==> src/rtl/fb_write_sequencer.sv <==
// Frame-buffer write-bus scheduler. On each frame pulse it grants the shared write bus to
// every enabled draw source in ascending index order, bounds each grant with a watchdog,
// then requests a buffer swap and waits for its acknowledge. Frame pulses that arrive
// while a pass is in progress are remembered (single depth) and counted as overruns.
module fb_write_sequencer #(
  parameter int unsigned NUM_SOURCES    = 4,
  parameter int unsigned SEL_W          = (NUM_SOURCES > 1) ? $clog2(NUM_SOURCES) : 1,
  parameter int unsigned TIMEOUT_CYCLES = 420000,
  parameter int unsigned OVR_W          = 8
) (
  input  logic                   clk,
  input  logic                   resetN,
  input  logic                   frame,
  input  logic [NUM_SOURCES-1:0] src_enable,
  input  logic [NUM_SOURCES-1:0] src_done,
  input  logic                   swap_ack,
  input  logic                   clear_flags,
  output logic [SEL_W-1:0]       write_source_sel,
  output logic [NUM_SOURCES-1:0] src_start,
  output logic                   swap_req,
  output logic                   busy,
  output logic [NUM_SOURCES-1:0] timeout_flags,
  output logic [OVR_W-1:0]       overrun_cnt
);

  localparam int unsigned IDX_W = SEL_W + 1;
  localparam int unsigned WD_W  = $clog2(TIMEOUT_CYCLES);

  localparam logic [IDX_W-1:0] END_IDX  = IDX_W'(NUM_SOURCES);
  localparam logic [WD_W-1:0]  WD_LIMIT = WD_W'(TIMEOUT_CYCLES - 1);
  localparam logic [OVR_W-1:0] OVR_MAX  = {OVR_W{1'b1}};

  typedef enum logic [2:0] {
    S_IDLE,
    S_SCAN,
    S_START,
    S_WAIT,
    S_SWAP,
    S_WAIT_ACK
  } state_t;

  state_t                 r_state;
  logic [IDX_W-1:0]       r_idx;
  logic [WD_W-1:0]        r_wdog;
  logic                   r_pending;
  logic [SEL_W-1:0]       r_sel;
  logic [NUM_SOURCES-1:0] r_src_start;
  logic                   r_swap_req;
  logic                   r_busy;
  logic [NUM_SOURCES-1:0] r_flags;
  logic [OVR_W-1:0]       r_ovr;

  logic [NUM_SOURCES-1:0] w_idx_hot;
  logic                   w_en_hit;
  logic                   w_done_hit;
  logic                   w_timeout;
  logic                   w_overrun;
  logic [IDX_W-1:0]       w_idx_inc;
  logic [NUM_SOURCES-1:0] w_flags_base;
  logic [NUM_SOURCES-1:0] w_flags_set;
  logic [OVR_W-1:0]       w_ovr_inc;

  // One-hot view of the scan index; all-zero once the index passes the last source
  assign w_idx_hot  = NUM_SOURCES'(1) << r_idx;
  assign w_en_hit   = |(src_enable & w_idx_hot);
  assign w_done_hit = |(src_done & w_idx_hot);
  assign w_idx_inc  = r_idx + IDX_W'(1);

  // Watchdog expiry only counts when the granted source has not just finished
  assign w_timeout  = (r_state == S_WAIT) && !w_done_hit && (r_wdog == WD_LIMIT);
  assign w_overrun  = frame && (r_state != S_IDLE);

  assign w_flags_base = clear_flags ? {NUM_SOURCES{1'b0}} : r_flags;
  assign w_flags_set  = w_timeout ? w_idx_hot : {NUM_SOURCES{1'b0}};
  assign w_ovr_inc    = (r_ovr == OVR_MAX) ? r_ovr : r_ovr + OVR_W'(1);

  // Sequencer FSM: scan sources, grant, watch, then swap; outputs registered here
  always_ff @(posedge clk or negedge resetN) begin
    if (!resetN) begin
      r_state     <= S_IDLE;
      r_idx       <= '0;
      r_wdog      <= '0;
      r_pending   <= 1'b0;
      r_sel       <= '0;
      r_src_start <= '0;
      r_swap_req  <= 1'b0;
      r_busy      <= 1'b0;
    end else begin
      r_src_start <= '0;
      r_swap_req  <= 1'b0;
      if (w_overrun) begin
        r_pending <= 1'b1;
      end
      case (r_state)
        S_IDLE: begin
          if (frame || r_pending) begin
            r_state   <= S_SCAN;
            r_idx     <= '0;
            r_busy    <= 1'b1;
            r_pending <= 1'b0;
          end
        end
        S_SCAN: begin
          if (r_idx >= END_IDX) begin
            r_state    <= S_SWAP;
            r_swap_req <= 1'b1;
          end else if (w_en_hit) begin
            r_state     <= S_START;
            r_src_start <= w_idx_hot;
            r_sel       <= r_idx[SEL_W-1:0];
            r_wdog      <= '0;
          end else begin
            r_idx <= w_idx_inc;
          end
        end
        S_START: begin
          // The start cycle is part of the source's bus time
          r_state <= S_WAIT;
          r_wdog  <= r_wdog + WD_W'(1);
        end
        S_WAIT: begin
          if (w_done_hit || w_timeout) begin
            r_state <= S_SCAN;
            r_idx   <= w_idx_inc;
          end else begin
            r_wdog <= r_wdog + WD_W'(1);
          end
        end
        S_SWAP: begin
          r_state <= S_WAIT_ACK;
        end
        S_WAIT_ACK: begin
          if (swap_ack) begin
            r_state <= S_IDLE;
            r_busy  <= 1'b0;
          end
        end
        default: begin
          r_state <= S_IDLE;
          r_busy  <= 1'b0;
        end
      endcase
    end
  end

  // Sticky timeout flags and saturating overrun count; a new event beats a same-cycle clear
  always_ff @(posedge clk or negedge resetN) begin
    if (!resetN) begin
      r_flags <= '0;
      r_ovr   <= '0;
    end else begin
      r_flags <= w_flags_base | w_flags_set;
      if (w_overrun) begin
        r_ovr <= clear_flags ? OVR_W'(1) : w_ovr_inc;
      end else if (clear_flags) begin
        r_ovr <= '0;
      end
    end
  end

  assign write_source_sel = r_sel;
  assign src_start        = r_src_start;
  assign swap_req         = r_swap_req;
  assign busy             = r_busy;
  assign timeout_flags    = r_flags;
  assign overrun_cnt      = r_ovr;

endmodule

==> config.mk <==
export PLATFORM = sky130hd
export DESIGN_NAME = fb_write_sequencer
export DESIGN_NICKNAME = d
export VERILOG_FILES = /design/src/rtl/fb_write_sequencer.sv
export SDC_FILE = /design/constraint.sdc
export NUM_CORES = 1
export LEC_CHECK = 0
export CORE_MARGIN = 2
export CORE_UTILIZATION = 40
export CTS_CLUSTER_DIAMETER = 60
export DETAILED_ROUTE_END_ITERATION = 10
export PLACE_DENSITY = 0.72
export SLEW_MARGIN = 20
export SYNTH_ARGS = -nofsm -noshare
export SYNTH_HDL_FRONTEND = slang
export SYNTH_SLANG_ARGS = --single-unit
==> constraint.sdc <==
create_clock -name clk -period 3.78 [get_ports clk]
set_input_delay 0.378 -clock clk [delete_from_list [all_inputs] [get_ports clk]]
set_output_delay 0.378 -clock clk [all_outputs]
set_load 0.1 [all_outputs]
==> results.cfg <==
[final_layout]
fill_cells = 565
drive_above_1_share_pct = 7.09
seqCellArea_mm2 = 0.00115
area_growth_pct = 17.1
finalNetCount = 315
mostFrequentLayoutCell = dfrtp_1
multi_input_area_mm2 = 0.00120
layout_common_cells = dfrtp_1 (46), clkdlybuf4s50_1 (31), nand2_1 (27)
antennaDiodeCount = 0
postLayoutCellArea_mm2 = 0.00294

[power_and_ir_drop]
p_leak_uw = 0.00119
power.density_mw_per_mm2 = 674
finalPower_uw = 1980
peakVddDrop_mv = 0.415

[route]
vias = 2046
route.detailed.drc = 0
wl_per_cell_um = 14.6
wl_mm = 5.40
drt_iter0_markers = 177
via_per_inst = 5.51
dr.pass1.iters = 4
ant_nets = 0

[clocking]
cts-hold-fix-buffers = 0
cts.clk_slew.worst_paths_ns = 0.10
cts_buffers = 5
postCtsSetupBuffers = 0
root_buffer = clkbuf_8
clkSinkCount = 46
h-tree-depth = 2
cts_tree = done
max-clock-path-buffers = 2
ctsResizeCount = 0
clk_latency_ns = 0.31

[synth]
synth_cells = 270
ys_seq_elements = 46
synth_area_per_cell_um2 = 9.31
syn_nets = 290
synth-async-reset-ratio_pct = 100
ys_warn_count = 0
synth_edf_count = 0
syn_area_mm2 = 0.00251
ys.flop_type = dfrtp_1
synth_cell_type_count = 50
yosysSeqAreaShare_pct = 45.8

[setup_path]
cp.arrival_ns = 2.95
worst-path-max-fanout = 20
start_kind = register
critPathRequiredTime_ns = 3.96
worstPathCellList = or4_1 -> or4_4 -> o41a_1 -> nand2_2 -> o221ai_1
critPathTopFamily = simple AND/OR/NAND/NOR gates
slowest_stage = o41a_1
critPathBufInv = 0
max_stage_delay_ns = 0.76
critPathKind = reg2reg
cp-end-kind = register

[floorplanning]
die_h_um = 83.3
core_region_area_mm2 = 0.00599
die-area_mm2 = 0.00693
rows = 28
num_io_pins = 33
fp.dieW_um = 83.3
initial_core_util_pct = 41.9

[global_routing]
grt_pass1_wl_mm = 9.18
antenna_found_initial = 0
grtUsageTotal_pct = 16.0
overflow = 0
grt_max_degree = 47
grt_pass1_vias = 1977

[sta]
tightest_slew_ns = 0.971
setup_viol = 0
hold-worst-slack_ns = 0.0497
fin_crit_sh_pct = 73.4
setup_ws_ns = 1.01
max-slew-margin-rel_pct = 35.1
fin_worst_skew_ns = 0.0109
fmax_mhz = 361
setup_tns_ns = 0
final_hold_viol_count = 0
slew_viol_final = 0
fin_crit_ns = 2.77
rsz0062_at_grt = false

[place]
portBuffers = 32
hpwl_mm = 3.78
place_ws_ns = 1.01
post_dp_cell_area_mm2 = 0.00285
gp_congestion = 0.776

[outcome]
status = complete, no violations

[worst_hold_path]
holdCritPathClass = in2async

[job]
maxCapViolations = 0
-- stage by stage --
step,util (%),instances
CTS,49.1,371
global placement,47.5,363
floorplan,-,270
finish,49.1,371
detailed placement,47.5,363
global route,49.1,371
-- routing by layer --
layer / track usage, % / share of wire (%)
met1: 22.1 / 49
met2: 24.9 / 46
met3: 3.18 / 3.2
met4: 5.96 / 1.3
met5: 0 / 0
-- worst paths after layout --
check / start / endpoint / slack [ns] / cells past startpoint
max: r_wdog[9] / r_wdog[14] / 1.01 / 5
min: resetN / overrun_cnt[7] / 0.05 / 1
max reg2reg: r_wdog[9] / r_wdog[14] / 1.01 / 5
min reg2reg: timeout_flags[1] / timeout_flags[1] / 0.50 / 1
max in group asynchronous: resetN / r_wdog[8] / 3.33 / 1
min in group clk: timeout_flags[1] / timeout_flags[1] / 0.50 / 1
-- cell usage after synthesis (3+ instances only) --
| cell | number | area share, % |
|---|---|---|
| nand2_1 | 27 | 4.0 |
| a21oi_1 | 6 | 1.2 |
| dfrtp_1 | 46 | 46 |
| nor3_1 | 11 | 2.2 |
| a31oi_1 | 19 | 4.7 |
| clkbuf_1 | 7 | 1.0 |
| o2bb2ai_1 | 4 | 1.4 |
| ha_1 | 7 | 3.5 |
| o21ai_1 | 3 | 0.60 |
| nor2_1 | 23 | 3.4 |
| buf_6 | 3 | 1.3 |
| mux2i_1 | 5 | 2.0 |
| nand4_1 | 8 | 2.0 |
| nand2b_1 | 3 | 0.75 |
| o21ai_0 | 7 | 1.4 |
| xnor2_1 | 3 | 1.0 |
| nand3_1 | 16 | 3.2 |
| o221ai_1 | 4 | 1.4 |
| inv_1 | 18 | 2.7 |
| xor2_1 | 3 | 1.0 |
| nor4_1 | 5 | 1.2 |
| buf_1 | 3 | 0.45 |
| a22o_1 | 3 | 1.0 |
-- state kept, by name, summed over array words and instances (netlist names) --
signal            cells
src_start             4
r_idx                 3
r_state               3
swap_req              1
timeout_flags         4
r_pending             1
busy                  1
overrun_cnt           8
write_source_sel      2
r_wdog               19
-- layout make-up --
class                           count  share of cell area [%]
Tap cell                           75                    3.19
Sequential cell                    46                    39.1
Clock inverter                      3                   0.808
Multi-Input combinational cell    190                    40.9
Inverter                           18                    2.30
Clock buffer                        5                    2.34
Timing Repair Buffer               34                    11.3
-- logic make-up (layout without fill, tap and decap cells) --
logic type / Yosys count / after routing / synth area share, %
adders and majority gates: 7 / 7 / 3.49
buffers and inverters: 34 / 60 / 6.23
xor gates and xnor gates: 6 / 6 / 2.09
and+or+nand+nor: 109 / 109 / 21.7
DFF: 46 / 46 / 45.8
muxes: 7 / 7 / 2.89
AOI/OAI and AO/OA: 61 / 61 / 17.8
-- worst reg2reg max path, cell delays in order (launching register included) --
cell and delay [ns]:
dfrtp_1 0.47, or4_1 0.52, or4_4 0.50, o41a_1 0.76, nand2_2 0.25, o221ai_1 0.16
-- power by group --
part | total, uW | internal, uW | switching [uW]
sequential | 689 | 575 | 113
combinational | 982 | 299 | 683
clock | 313 | 132 | 181
total | 1980 | 1010 | 978
No activity file was read; power rests on OpenSTA's default activity.
